### config.mk
export PLATFORM = sky130hd
export DESIGN_NAME = arbiter8ne1
export DESIGN_NICKNAME = d
export VERILOG_FILES = /design/src/rtl/cpu_pkg.sv /design/src/rtl/rr_prio8.sv /design/src/rtl/arbiter8ne1.sv
export SDC_FILE = /design/constraint.sdc
export NUM_CORES = 1
export LEC_CHECK = 0
export BUFFER_PORTS_ARGS = -buffer_cell sky130_fd_sc_hd__buf_2
export CAP_MARGIN = 20
export CORE_ASPECT_RATIO = 0.7
export CORE_MARGIN = 4
export CORE_UTILIZATION = 49
export DETAILED_ROUTE_END_ITERATION = 10
export GPL_TIMING_DRIVEN = 0
export MAX_ROUTING_LAYER = met4
export PLACE_DENSITY = 0.7
export SLEW_MARGIN = 20
export SYNTH_ARGS = -nofsm -noshare
export SYNTH_HDL_FRONTEND = slang
export SYNTH_HIERARCHICAL = 1
export SYNTH_SLANG_ARGS = --single-unit
### constraint.sdc
create_clock -name Clock -period 10.43 [get_ports Clock]
set_input_delay 3.129 -clock Clock [delete_from_list [all_inputs] [get_ports Clock]]
set_output_delay 3.129 -clock Clock [all_outputs]
set_load 0.005 [all_outputs]
### src/rtl/cpu_pkg.sv
// Shared CPU datapath definitions: arbiter FSM states, request/index widths
// and the select encoding of the 8-to-1 source multiplexer.
package cpu_pkg;

    localparam int REQ_N = 8;
    localparam int IDX_W = 3;

    typedef enum logic [1:0] {
        ST_IDLE  = 2'd0,
        ST_GRANT = 2'd1,
        ST_TURN  = 2'd2
    } arb_state_e;

    // Index -> select code of mux8ne1. The mux does not use a binary select,
    // so every producer of S must go through this table.
    localparam logic [2:0] MUX8_SEL [0:7] = '{
        3'b000, 3'b010, 3'b100, 3'b011, 3'b111, 3'b001, 3'b101, 3'b110
    };

endpackage

### src/rtl/rr_prio8.sv
// Combinational round-robin priority finder: scans req starting at ptr and
// wrapping modulo 8, returning the first set position.
module rr_prio8
    import cpu_pkg::*;
(
    input  logic [REQ_N-1:0] req_i,
    input  logic [IDX_W-1:0] ptr_i,
    output logic             found_o,
    output logic [IDX_W-1:0] idx_o
);

    logic [IDX_W-1:0] cand;

    // Walk the offsets from farthest to nearest so the nearest hit to ptr wins.
    always_comb begin
        found_o = 1'b0;
        idx_o   = ptr_i;
        cand    = ptr_i;
        for (int j = REQ_N - 1; j >= 0; j--) begin
            cand = ptr_i + IDX_W'(j);
            if (req_i[cand]) begin
                found_o = 1'b1;
                idx_o   = cand;
            end
        end
    end

endmodule

### src/rtl/arbiter8ne1.sv
// Round-robin arbiter and sequencer for the shared 8-to-1 source mux.
// Grants one owner at a time with an optional hold limit, drives the mux
// select in its native encoding, and flags when the mux output is valid.
module arbiter8ne1
    import cpu_pkg::*;
#(
    parameter int MAX_HOLD = 16   // 0 disables the hold limit, legal 0..255
) (
    input  logic             Clock,
    input  logic             Reset,
    input  logic [REQ_N-1:0] Kerkesa,
    input  logic [REQ_N-1:0] Lirim,
    output logic [REQ_N-1:0] Leje,
    output logic [IDX_W-1:0] S,
    output logic [IDX_W-1:0] Indeksi,
    output logic             Valid,
    output logic             Timeout
);

    localparam logic [7:0] HOLD_LAST = (MAX_HOLD == 0) ? 8'd0 : 8'(MAX_HOLD - 1);

    arb_state_e       state_q, state_d;
    logic [IDX_W-1:0] ptr_q, ptr_d;
    logic [IDX_W-1:0] owner_q, owner_d;
    logic [IDX_W-1:0] sel_q, sel_d;
    logic [7:0]       hold_q, hold_d;
    logic [REQ_N-1:0] leje_q, leje_d;
    logic             valid_q, valid_d;
    logic             timeout_q, timeout_d;

    logic             found;
    logic [IDX_W-1:0] winIdx;
    logic             ownerRelease;
    logic             holdExpired;

    rr_prio8 u_prio (
        .req_i   (Kerkesa),
        .ptr_i   (ptr_q),
        .found_o (found),
        .idx_o   (winIdx)
    );

    assign ownerRelease = Lirim[owner_q] | ~Kerkesa[owner_q];
    assign holdExpired  = (MAX_HOLD != 0) && (hold_q == HOLD_LAST);

    // FSM state register.
    always_ff @(posedge Clock or posedge Reset) begin
        if (Reset) state_q <= ST_IDLE;
        else       state_q <= state_d;
    end

    // Next-state logic: arbitrate in IDLE, leave GRANT on release or expiry, TURN lasts one cycle.
    always_comb begin
        state_d = state_q;
        case (state_q)
            ST_IDLE:  if (found) state_d = ST_GRANT;
            ST_GRANT: if (ownerRelease || holdExpired) state_d = ST_TURN;
            ST_TURN:  state_d = ST_IDLE;
            default:  state_d = ST_IDLE;
        endcase
    end

    // Output and datapath next values; everything leaves through registers so no input reaches an output combinationally.
    always_comb begin
        ptr_d     = ptr_q;
        owner_d   = owner_q;
        sel_d     = sel_q;
        hold_d    = hold_q;
        leje_d    = '0;
        valid_d   = 1'b0;
        timeout_d = 1'b0;
        case (state_q)
            ST_IDLE: begin
                if (found) begin
                    owner_d = winIdx;
                    sel_d   = MUX8_SEL[winIdx];
                    hold_d  = '0;
                    leje_d  = REQ_N'(1) << winIdx;
                    valid_d = 1'b1;
                end
            end
            ST_GRANT: begin
                if (state_d == ST_GRANT) begin
                    leje_d  = leje_q;
                    valid_d = 1'b1;
                    hold_d  = hold_q + 8'd1;
                end else begin
                    ptr_d     = owner_q + IDX_W'(1);
                    hold_d    = '0;
                    timeout_d = holdExpired & ~ownerRelease;
                end
            end
            default: begin
            end
        endcase
    end

    // Registered outputs, pointer, owner and hold counter.
    always_ff @(posedge Clock or posedge Reset) begin
        if (Reset) begin
            ptr_q     <= '0;
            owner_q   <= '0;
            sel_q     <= '0;
            hold_q    <= '0;
            leje_q    <= '0;
            valid_q   <= 1'b0;
            timeout_q <= 1'b0;
        end else begin
            ptr_q     <= ptr_d;
            owner_q   <= owner_d;
            sel_q     <= sel_d;
            hold_q    <= hold_d;
            leje_q    <= leje_d;
            valid_q   <= valid_d;
            timeout_q <= timeout_d;
        end
    end

    assign Leje    = leje_q;
    assign S       = sel_q;
    assign Indeksi = owner_q;
    assign Valid   = valid_q;
    assign Timeout = timeout_q;

endmodule

==> After elaboration in Yosys (flattened, before gate mapping) <==
Memory sizes are Yosys's and may differ from the RTL's. A register that Yosys moved wholly into a read port is not among the register bits.
Cells that the tools add are included.
{ "word_totals": {"regBits": 26, "mem_bits_ro": 24, "in_bits": 18, "out_inout_bits": 16, "elab_cells": 94, "mem_count": 1} }
{ "memory_table": {"columns": ["name", "depth", "word_bits", "rd", "rd_clocked_by_memory_dff", "write_ports", "line", "rtl"], "rows": [
  ["(name not given)", 8, 3, 1, 1, 0, "arbiter8ne1.sv:76", "sel_d = MUX8_SEL[winIdx];"]
]} }
{ "classes": {"addsub": 9, "order_cmp": 9, "n_eq_ne": 5, "n_shift": 1, "mux": 50, "n_bitwise": 6, "n_reduce_logical": 6} }
{ "op_table": {"columns": ["operator", "count"], "rows": [
  ["$lt 3x4->1 const B", 9],
  ["$mux 8", 4],
  ["$pmux 8 s2", 2],
  ["$bmux 1 s3", 10],
  ["$mux 3", 8],
  ["$mux 1", 22],
  ["$add 3x3->3 const B", 4],
  ["$add 8x1->8 const B", 1],
  ["$eq 8x4->1 const B", 1],
  ["$shl 1x3->8 const A", 1],
  ["$add 3x1->3 const B", 2],
  ["$add 3x2->3 const B", 2],
  ["$reduce_and 2->1", 3],
  ["$eq 2x1->1 const B", 2],
  ["$mux 2", 2],
  ["$ne 2x2->1 const B", 2],
  ["$not 3->4", 1],
  ["$pmux 2 s2", 1],
  ["$not 1->1", 3],
  ["$logic_not 2->1", 1],
  ["$pmux 1 s2", 1],
  ["$reduce_bool 2->1", 1],
  ["$and 1x1->1", 1],
  ["$logic_or 1x1->1", 1],
  ["$or 1x1->1", 1]
]} }

==> Depth between registers and ports, before layout <==
Gate-level depths: netlist (run 1).
{ "logic_depth": {"depth_word": 16, "ltp_mapped": 15, "depth_no_buf": 13} }

==> Modules after synthesis <==
The synthesis (run 1) kept the hierarchy.
{ "modules_own_cells": {"columns": ["mod", "instances", "cells_each", "area_each_um2", "seq_area_each_um2"], "rows": [
  ["arbiter8ne1", 1, 135, 1476.4, 725.7],
  ["rr_prio8", 1, 92, 790.8, 0.0]
]} }

==> Least setup slack after synthesis (run 1) <==
OpenSTA, ideal clock, no wires.
{ "synth_path": {"path_kind": "input port to flip-flop", "startpoint": "in Kerkesa[2]", "endpoint": "reg sel_q[1], in the netlist S[1]", "setup_ns": 0.083, "arrival_time_ns": 5.321, "t_required_ns": 10.347, "setup_slack_ns": 5.026, "path_stages": 9, "n_path_buf": 0, "cell_sequence": "mux4_2 -> mux2_4 -> or4_1 -> o31a_1 -> inv_1 -> ha_1 -> nand2_1 -> o21ai_0 -> o21ai_0"} }
{ "synth_between": {"elab_chain_len": 11, "elab_cells_between_ends": 34, "cone_classes": "32 x mux; 1 x bitwise; 1 x reduce/logical"} }
{ "synth_lines": {"columns": ["item", "line", "rtl"], "rows": [
  ["from (decl)", "arbiter8ne1.sv:11", "input logic [REQ_N-1:0] Kerkesa,"],
  ["$bmux 1 s3", "rr_prio8.sv:21", "if (req_i[cand]) begin"],
  ["$mux 1 (not written as such)", "rr_prio8.sv:21", null],
  ["$mux 3 (7 in series)", "rr_prio8.sv:21", null],
  ["$mux 3 *", "rr_prio8.sv:21", null],
  ["net winIdx[1]", "arbiter8ne1.sv:32", "logic [IDX_W-1:0] winIdx;"],
  ["$not 3->4 (not written as such) *", "arbiter8ne1.sv:76", null],
  ["to (decl)", "arbiter8ne1.sv:25", "logic [IDX_W-1:0] sel_q, sel_d;"]
]} }
The timed path passes the listed nets; every way through them passes the cells marked *. The select of a mux whose other input is x is not followed.
A chain may end at the register's enable or synchronous reset.

==> Final worst setup path (run 1) <==
{ "layout_path": {"startpoint": "in Kerkesa[4]", "endpoint": "reg sel_q[1], in the netlist S[1]"} }
The elaborated chain is that of the path after synthesis.

==> results of run 1 <==
==> tightest hold or removal path, stage by stage, from the launching register on <==
cell,delay (ns)
dfrtp_1,0.35
nand2_1,0.05
o21ai_0,0.07
==> kinds of logic (layout without fill, tap and decap cells) <==
family | count (synthesis) | after routing | share of synthesized area (%)
compound gates | 62 | 62 | 21.3
xor+xnor | 8 | 8 | 3.09
fa+ha+maj | 9 | 9 | 4.97
buf+inv | 26 | 67 | 5.52
flops | 29 | 29 | 32.0
mux | 29 | 29 | 17.9
simple gates | 64 | 64 | 15.2
==> power by group through the flow <==
stage	logic, uW	clock network (uW)	registers (uW)
finish	685	102	180
CTS	683	104	179
global route	758	110	184
floorplan	528	0	177
detailed placement	678	0	180
global placement	665	0	180
==> path summary, 6_finish.rpt <==
kind	startpoint	endpoint	slack [ns]
setup / recovery	Kerkesa[4]	S[1]$_DFFE_PP0P_	4.87
hold reg to reg	S[2]$_DFFE_PP0P_	S[2]$_DFFE_PP0P_	0.50
min in group asynchronous	Reset	Leje[7]$_DFFE_PP0P_	2.91
max in group asynchronous	Reset	hold_q[7]$_DFFE_PP0P_	7.12
setup reg to reg	ptr_q[1]$_DFFE_PP0P_	S[1]$_DFFE_PP0P_	6.53
hold / removal	S[2]$_DFFE_PP0P_	S[2]$_DFFE_PP0P_	0.50
==> layout make-up <==
| type | instances | area share, % |
|---|---|---|
| sequential | 29 | 27.9 |
| timing repair buffer | 33 | 6.35 |
| inverter | 16 | 2.31 |
| clock buffer | 7 | 3.70 |
| tap | 55 | 2.64 |
| clock inverter | 1 | 0.192 |
| buffer | 10 | 2.50 |
| multi-input combinational | 172 | 54.4 |
==> state kept, by name (all words and copies together) (netlist names) <==
signal and cells:
state_q 2, S 3, hold_q 8, Indeksi 3, Valid 1, ptr_q 3, Leje 8, Timeout 1
==> per-layer routing <==
layer | up-vias | GRT usage, % | wire length, um
met5 | - | - | 0
met4 | 0 | 3.90 | 29
met3 | 5 | 4.96 | 455
met2 | 77 | 25.1 | 2140
met1 | 952 | 34.1 | 2810
li1 | 942 | - | -
==> cell usage in the layout (no fill, tap or decap), drive strengths merged, types with 2 or more instances in the layout <==
| master | n |
|---|---|
| nand4 | 2 |
| mux2 | 9 |
| nand2b | 4 |
| xor2 | 2 |
| a31oi | 2 |
| dfrtp | 29 |
| inv | 16 |
| mux4 | 7 |
| nor4 | 3 |
| a32oi | 2 |
| o21a | 3 |
| o211ai | 2 |
| o21bai | 2 |
| a22o | 11 |
| o31a | 2 |
| a211oi | 3 |
| buf | 40 |
| mux2i | 13 |
| and3 | 3 |
| a221o | 2 |
| or3 | 2 |
| nand3 | 7 |
| o21ai | 11 |
| a21oi | 8 |
| xnor2 | 6 |
| nor3 | 2 |
| a221oi | 2 |
| nor2 | 15 |
| and2 | 4 |
| ha | 9 |
| nor3b | 2 |
| nand2 | 14 |
| clkbuf | 10 |
==> metrics by stage <==
stage                     setup WS, ns  utilization [%]  hold WS, ns
after floorplan                   5.03                -        0.473
after global placement            4.68             56.8        0.471
after detailed placement          4.59             56.8        0.476
after CTS                         4.89             59.1        0.499
after global routing              4.74             59.1        0.509
final                             4.87             59.1        0.498
==> flow_summary.toml, run 1 <==
[setup_path]
startpoint_type = "input port"
reg2reg_depth = 15
cp.required_ns = 10.63
critPathMaxFanout = 7
crit_path_max_incr_delay_ns = 0.57
critical_path_cell_count = 12
critPathCaptureType = "register"
cp.arrival_ns = 5.76
critPathKind = "input port to register"
crit_top_cell = "o21ai_0"
path_cells = "buf_2, mux4_2, mux2_2, o31a_1, o211ai_1, o21ai_1, xnor2_1, inv_1, ha_1, nand2_1, o21ai_0, o21ai_0"
slowest_stage = "mux4_2"
crit_buf_inv = 2
critPathTopFamily = "multiplexers"

[yosys]
synth_seq_area_share_pct = 32.0
yosysUniqueCellTypes = 62
synth_cells = 227
yosysMostFrequentCell = "dfrtp_1"
ys_ff_latch = 29
synthesis.area_um2 = 2270
synth_top_area_cell = "dfrtp_1"
synth.avg_cell_area_um2 = 9.99
synth-main-ff-cell = "dfrtp_1"
synth_edf_count = 0
async_flop_share_pct = 100
synth_nets = 254
synth_common_cells = "29 x dfrtp_1, 15 x nor2_1, 14 x inv_1, 14 x nand2_1, 12 x mux2i_1"
yosysWarnings = 6
synthTopCellsByArea = "dfrtp_1 32%, mux4_2 7.0%, mux2i_1 5.3%"
synth_largest_type_area_fraction_pct = 32.0

[global_routing]
grt.total_usage_pct = 20.8
grt_max_degree = 30
antenna_found_initial = 0
grt_pass1_vias = 1812
grt_pass1_wl_um = 9070
grt_overflow = 0

[floorplan]
start_util_pct = 51.5
num_io_pins = 34
die_y_um = 64.9
die_w_um = 89.3
fp.coreArea_um2 = 4400
rows = 20
die_area_um2 = 5800

[power]
switching_power_uw = 454
power_density_nw_per_um2 = 372
vdd_drop_max_mv = 0.216
p_seq_share_pct = 18.7
p_sw_share_pct = 47.0
power.leakage_uw = 0.00120
clock_power_share_pct = 10.5
combPwrFrac_pct = 70.8
total_power_uw = 967
cellInternalPower_uw = 513

[sta]
rsz0062_at_grt = "no"
worst_slew_pin_slew_ns = 0.729
setup_viol = 0
slew_viol_final = 0
max_freq_ghz = 0.180
clock_skew_ns = 0.00544
period_minus_slack_ns = 5.56
tns_ns = 0
min_period_over_period_pct = 53.3
relSlewSlack_pct = 51.1
hold_violations = 0

[placement]
dpl-instance-area_um2 = 2500
dpl.hpwl_um = 4170
routabilityCongestion = 0.908
port_buffers = 33
dpl.cell_count = 315

[cts]
cts_setup_buffers = 0
cts_made_buffers = 5
clkTransAtPathRegs_ns = 0.06
clock_path_buffers = 2
htreeDepth = 2
cts_resized = 0
cts_tree = "done"
clkSinkCount = 29
root_buffer = "clkbuf_8"
cts_hold_buf = 0
insertion_delay_ns = 0.28

[detailed_routing]
drt_pass1_iterations = 4
drt_wl_total_um = 5430
drcViolationCount = 0
ant_nets = 0
avgRoutedWirePerCell_um = 16.8
vias = 1976
avgViaCountPerCell = 6.12
drtIter0Drc = 145

[outcome]
outcome = "finished, final reports clean"

[layout]
final_cells = 323
nFillCells = 370
seqCellArea_um2 = 726
drive_gt1_share_pct = 30.2
antennaDiodeCount = 0
final_area_um2 = 2600
area_delta_synth_final_pct = 14.8
multiInputGateArea_um2 = 1420
fin_nets = 294

[worst_hold_path]
hp-class = "register to register"
whs_path_depth = 2

[flow_run]
drv_cap = 0
Power figures use the tool's default switching activity.
==> inputs of run 2 (changes only) <==
--- a/config.mk
+++ b/config.mk
@@ -5,6 +5,7 @@
 export SDC_FILE = /design/constraint.sdc
 export NUM_CORES = 1
 export LEC_CHECK = 0
+export ABC_AREA = 1
 export BUFFER_PORTS_ARGS = -buffer_cell sky130_fd_sc_hd__buf_2
 export CAP_MARGIN = 20
 export CORE_ASPECT_RATIO = 0.7
==> constraint.sdc (replaced) <==
create_clock -name Clock -period 5.8 [get_ports Clock]
set_input_delay 1.74 -clock Clock [delete_from_list [all_inputs] [get_ports Clock]]
set_output_delay 1.74 -clock Clock [all_outputs]
set_load 0.005 [all_outputs]
==> run 2 against run 1 <==
Effect of this change: largest cell class unchanged; global-route usage increased by 0.52 points; largest power group unchanged; power increased by 73%; core utilization increased by 1.7 points; combinational power increased by 74%; critical path depth increased by 3; die area decreased by 3.7%; clock power increased by 61%; via count increased by 3.3%; area after synthesis decreased by 4.1%; first-iteration DRC count increased by 14%; non-clock buffer count decreased by 5.
==> flow_summary.toml, run 2 <==
[setup_path]
cp.arrival_ns = 3.50
reg2reg_depth = 17
r2r_start = "ptr_q[0]$_DFFE_PP0P_"
slowest_stage = "nor2_2"
r2r_slack_ns = 2.88
crit_top_cell = "inv_2"
cp.required_ns = 6.01
critPathMaxFanout = 8
critPathKind = "input port to register"
r2r_end = "hold_q[4]$_DFFE_PP0P_"
crit_path_max_incr_delay_ns = 0.21
critPathCaptureType = "register"
path_cells = "buf_2, nand2_1, nand3_1, nand3_2, nand2_2, inv_2, nand3_2, nor3_1, nand4_1, nand2_1, nor2_2, inv_2, nor2_2, inv_2, o211ai_1"
startpoint_type = "input port"

[floorplan]
die_area_um2 = 5580
fp.coreArea_um2 = 4090
num_io_pins = 34
rows = 19
die_w_um = 87.6
start_util_pct = 53.2
die_y_um = 63.7

[sta]
rsz0062_at_grt = "no"
period_minus_slack_ns = 3.30
tns_ns = 0
slew_viol_final = 0
max_freq_ghz = 0.303
hold_violations = 0
setup_viol = 0
clock_skew_ns = 0.00632
relSlewSlack_pct = 60.2
worst_slew_pin_slew_ns = 0.596
min_period_over_period_pct = 56.9

[yosys]
ys_ff_latch = 29
synth_cells = 295
synth_top_area_cell = "dfrtp_1"
synth.avg_cell_area_um2 = 7.37
synth_nets = 322
yosysMostFrequentCell = "nand2_1"
yosysUniqueCellTypes = 31
synth-main-ff-cell = "dfrtp_1"
synthesis.area_um2 = 2170
synth_largest_type_area_fraction_pct = 33.4
synth_common_cells = "86 x nand2_1, 44 x nand3_1, 33 x inv_1"
yosysWarnings = 6
async_flop_share_pct = 100
synthTopCellsByArea = "dfrtp_1 33%, nand2_1 15%, nand3_1 10%"
synth_edf_count = 0
synth_seq_area_share_pct = 33.4

[detailed_routing]
avgRoutedWirePerCell_um = 14.0
drcViolationCount = 0
drt_wl_total_um = 5410
vias = 2042
drtIter0Drc = 165
drt_pass1_iterations = 5
avgViaCountPerCell = 5.26
ant_nets = 0

[power]
vdd_drop_max_mv = 0.384
power_density_nw_per_um2 = 671
power.leakage_uw = 0.00132

[placement]
routabilityCongestion = 0.997
dpl-instance-area_um2 = 2400
dpl.hpwl_um = 4100
dpl.cell_count = 380
port_buffers = 33

[layout]
final_area_um2 = 2490
drive_gt1_share_pct = 26.8
antennaDiodeCount = 0
final_cells = 388
fin_nets = 362
area_delta_synth_final_pct = 14.4
most-common-layout-cells = "86 x nand2_1, 44 x nand3_1, 33 x buf_2"
nFillCells = 385
utilization_pct = 60.8
final_common_cell = "nand2_1"

[cts]
cts_tree = "done"
cts_made_buffers = 5
insertion_delay_ns = 0.29
clkSinkCount = 29
htreeDepth = 2
cts_resized = 0
cts_hold_buf = 0
clkTransAtPathRegs_ns = 0.06
root_buffer = "clkbuf_8"
cts_setup_buffers = 0
clock_path_buffers = 2

[global_routing]
antenna_found_initial = 0
grt.total_usage_pct = 21.3
grt_pass1_vias = 1895
grt_pass1_wl_um = 9030
grt_max_degree = 30
grt_overflow = 0

[worst_hold_path]
whs_path_depth = 2
hp-class = "register to register"
holdPathEnd = "S[1]$_DFFE_PP0P_"
hp-start = "S[1]$_DFFE_PP0P_"

[outcome]
outcome = "finished, final reports clean"

[flow_run]
drv_cap = 0
==> run 2: changes by cell type after synthesis, moves of 8 or more <==
| cell | before | now |
|---|---|---|
| inv_1 | 14 | 33 |
| mux2_2 | 8 | 0 |
| mux2i_1 | 12 | 0 |
| nand2_1 | 14 | 86 |
| nand3_1 | 7 | 44 |
| nand3_2 | 0 | 10 |
==> run 2: power by group <==
group | total (uW) | switching, uW | internal, uW
registers | 311 | 42.8 | 268
logic | 1190 | 789 | 405
clock network | 164 | 81.4 | 83.0
total | 1670 | 913 | 756
==> run 2: area by class of cell <==
| type | count | area [um^2] | area share [%] |
|---|---|---|---|
| timing repair buffer | 33 | 165 | 6.64 |
| clock inverter | 2 | 10.0 | 0.402 |
| multi-input combinational | 217 | 1220 | 48.9 |
| inverter | 44 | 175 | 7.04 |
| clock buffer | 6 | 72.6 | 2.92 |
| tap | 52 | 65.1 | 2.62 |
| buffer | 5 | 56.3 | 2.26 |
| sequential | 29 | 726 | 29.2 |
==> run 2: worst max-delay path by stage <==
stage,from,end,slack (ns),cells past startpoint
2_1_floorplan,Kerkesa[0],S[1]$_DFFE_PP0P_,2.61,15
3_3_place_gp,Kerkesa[0],S[2]$_DFFE_PP0P_,2.24,15
3_5_place_dp,Kerkesa[1],S[0]$_DFFE_PP0P_,2.25,15
4_1_cts,Kerkesa[0],S[0]$_DFFE_PP0P_,2.53,15
5_1_grt,Kerkesa[7],S[1]$_DFFE_PP0P_,2.27,17
6_report,Kerkesa[1],S[0]$_DFFE_PP0P_,2.50,15
==> run 2: cell families (layout without fill, tap and decap cells) <==
| group | count (synthesis) | in the layout | synth area share, % |
|---|---|---|---|
| xor+xnor | 8 | 8 | 3.91 |
| simple gates | 167 | 167 | 37.1 |
| fa+ha+maj | 9 | 9 | 5.18 |
| flops | 29 | 29 | 33.4 |
| compound gates | 33 | 33 | 9.78 |
| buf+inv | 49 | 90 | 10.6 |
==> run 2: metrics by stage <==
stage | hold slack (ns) | power (uW) | setup slack, ns
final | 0.499 | 1670 | 2.50
after global routing | 0.544 | 1850 | 2.27
after CTS | 0.510 | 1660 | 2.53
after detailed placement | 0.492 | 1490 | 2.25
after global placement | 0.489 | 1470 | 2.24
after floorplan | 0.464 | 1220 | 2.61
==> run 2: critical path, delay by kind of cell <==
family	cells	cell delay (ns)
buffers and inverters	4	0.38
AND/OR/NAND/NOR	10	1.21
AO/OA/AOI/OAI	1	0.17
==> run 2: layer usage <==
layer	vias to the layer above	wire (um)	global-route usage (%)
li1	1037	-	-
met1	925	2780	31.3
met2	74	2070	27.0
met3	6	511	8.73
met4	0	52	4.60
met5	-	0	-
==> inputs of run 3 (changes only) <==
--- a/config.mk
+++ b/config.mk
@@ -14,7 +14,7 @@
 export DETAILED_ROUTE_END_ITERATION = 10
 export GPL_TIMING_DRIVEN = 0
 export MAX_ROUTING_LAYER = met4
-export PLACE_DENSITY = 0.7
+export PLACE_DENSITY = 0.73
 export SLEW_MARGIN = 20
 export SYNTH_ARGS = -nofsm -noshare
 export SYNTH_HDL_FRONTEND = slang
==> constraint.sdc (replaced) <==
create_clock -name Clock -period 2.85 [get_ports Clock]
set_input_delay 0.855 -clock Clock [delete_from_list [all_inputs] [get_ports Clock]]
set_output_delay 0.855 -clock Clock [all_outputs]
set_load 0.005 [all_outputs]
==> run 3 against run 2 <==
Effect of this change: die area unchanged; power increased by 110%; critical path depth increased by 3; register-to-register slack got worse by 2.7 ns; global-route usage decreased by 0.84 points; core utilization increased by 2.6 points; clock-buffer cell count unchanged; worst setup slack got worse by 2.3 ns; worst hold slack improved by 0.010 ns; sequential power increased by 100%; largest cell class unchanged; largest power group unchanged; highest routed layer unchanged.
==> flow_summary.toml, run 3 (same netlist as run 2, synthesis figures left out) <==
[power]
vdd_drop_max_mv = 0.759
cellInternalPower_uw = 1640
power_density_nw_per_um2 = 1370
p_sw_share_pct = 53.7
power.leakage_uw = 0.00135
combPwrFrac_pct = 72.0
switching_power_uw = 1900
p_seq_share_pct = 17.9
clock_power_share_pct = 10.2

[cts]
clock_path_buffers = 2
root_buffer = "clkbuf_8"
cts_tree = "done"
htreeDepth = 2
clkTransAtPathRegs_ns = 0.07
cts_hold_buf = 0
clkSinkCount = 29
insertion_delay_ns = 0.28
cts_made_buffers = 5

[placement]
routabilityCongestion = 0.965
dpl.hpwl_um = 4140
port_buffers = 33
dpl-instance-area_um2 = 2430
pre_cts_slack_ns = -0.0420

[setup_path]
slowest_stage = "dfrtp_1"
r2r_start = "ptr_q[0]$_DFFE_PP0P_"
critPathCaptureType = "register"
cp.required_ns = 3.04
crit_path_max_incr_delay_ns = 0.40
crit_buf_inv = 5
critPathKind = "register to register"
critPathMaxFanout = 10
critPathTopFamily = "simple AND/OR/NAND/NOR gates"
worstSetupStartpoint = "ptr_q[0]$_DFFE_PP0P_"
cp.arrival_ns = 2.87
crit_top_cell = "nand2_1"
startpoint_type = "register"
path_cells = "buf_6, inv_8, ha_4, inv_4, nand3_1, nand3_2, nand2_2, inv_2, o21ai_2, nand2_1, nand2_1, nand2_1, nand2_1, nand3_1, nand2_1, inv_1, ha_1, o221ai_1"

[sta]
fin_ws_ns = 0.172
slew_viol_final = 0
max_freq_ghz = 0.373
worst_slew_pin_slew_ns = 0.612
clock_skew_ns = 0.00889
min_period_over_period_pct = 94.0
setup_viol = 0
relSlewSlack_pct = 59.2
rsz0062_at_grt = "no"
period_minus_slack_ns = 2.68
hold_violations = 0

[detailed_routing]
drcViolationCount = 0
avgRoutedWirePerCell_um = 13.7
ant_nets = 0
drt_wl_total_um = 5360
vias = 2061
drt_pass1_iterations = 4
avgViaCountPerCell = 5.26
drtIter0Drc = 147

[global_routing]
grt_pass1_vias = 1845
antenna_found_initial = 0
met3_usage_pct = 5.52
grt.total_usage_pct = 20.5
grt_max_degree = 17
grt_pass1_wl_um = 8850
use_met2_pct = 26.2
use_met1_pct = 32.4
grt-busiest-layer = "met1"
grt_overflow = 0

[floorplan]
rows = 19
fp.coreArea_um2 = 4090
die_area_um2 = 5580
die_w_um = 87.6
start_util_pct = 53.2
die_y_um = 63.7
num_io_pins = 34

[layout]
most-common-layout-cells = "85 x nand2_1, 44 x nand3_1, 33 x inv_1, 33 x buf_2, 29 x dfrtp_1"
final_area_um2 = 2590
antennaDiodeCount = 0
fin_nets = 366
drive_gt1_share_pct = 28.5
utilization_pct = 63.4
area_delta_synth_final_pct = 19.2
final_common_cell = "nand2_1"

[flow_run]
drv_cap = 0

[worst_hold_path]
hp-start = "ptr_q[2]$_DFFE_PP0P_"
hp-class = "register to register"

[outcome]
outcome = "finished, final reports clean"
run 3: layout make-up:
type | instances | area, um^2
inverters | 44 | 178
flip-flops and latches | 29 | 726
clock buffers | 6 | 82.6
multi-input cells | 217 | 1260
repair buffers | 37 | 215
plain buffers | 5 | 56.3
clock inverters | 2 | 13.8
fillers | 357 | 1500
well taps | 52 | 65.1
run 3: routing by layer:
metal,part of all wire (%),wire (um)
met3,9.3,496
met1,51,2720
met4,0.22,12
met5,0,0
met2,40,2130
run 3: worst paths after layout:
kind,end,slack (ns),cells past startpoint
min reg2reg,ptr_q[2]$_DFFE_PP0P_,0.51,2
min in group asynchronous,Leje[6]$_DFFE_PP0P_,0.64,2
min,ptr_q[2]$_DFFE_PP0P_,0.51,2
max in group asynchronous,hold_q[5]$_DFFE_PP0P_,1.71,3
max reg2reg,S[1]$_DFFE_PP0P_,0.17,18
max,S[1]$_DFFE_PP0P_,0.17,18
run 3: power groups by stage:
stage	Combinational [uW]	Sequential, uW	Clock [uW]
after floorplan	1850	630	0
after global placement	2350	637	0
after detailed placement	2370	639	0
after CTS	2390	632	365
after global routing	2880	651	384
final	2550	633	360
run 3: timing repair:
action,CTS,global route
gates resized for setup,1,7
pin swaps,0,2
setup endpoints to repair,6,19
setup buffers,0,3
run 3: per-stage QoR:
step | instances | TNS (ns) | hold WS [ns] | power, uW
final | 392 | 0 | 0.509 | 3540
after global routing | 392 | 0 | 0.534 | 3920
after CTS | 389 | 0 | 0.509 | 3390
after detailed placement | 381 | -0.119 | 0.489 | 3010
after global placement | 380 | -0.145 | 0.489 | 2990
after floorplan | 295 | 0 | 0.464 | 2480
run 3: tightest hold or removal path: stages (launching register included):
cell	delay, ns
dfrtp_1	0.37
nand2_1	0.06
nand2_1	0.05
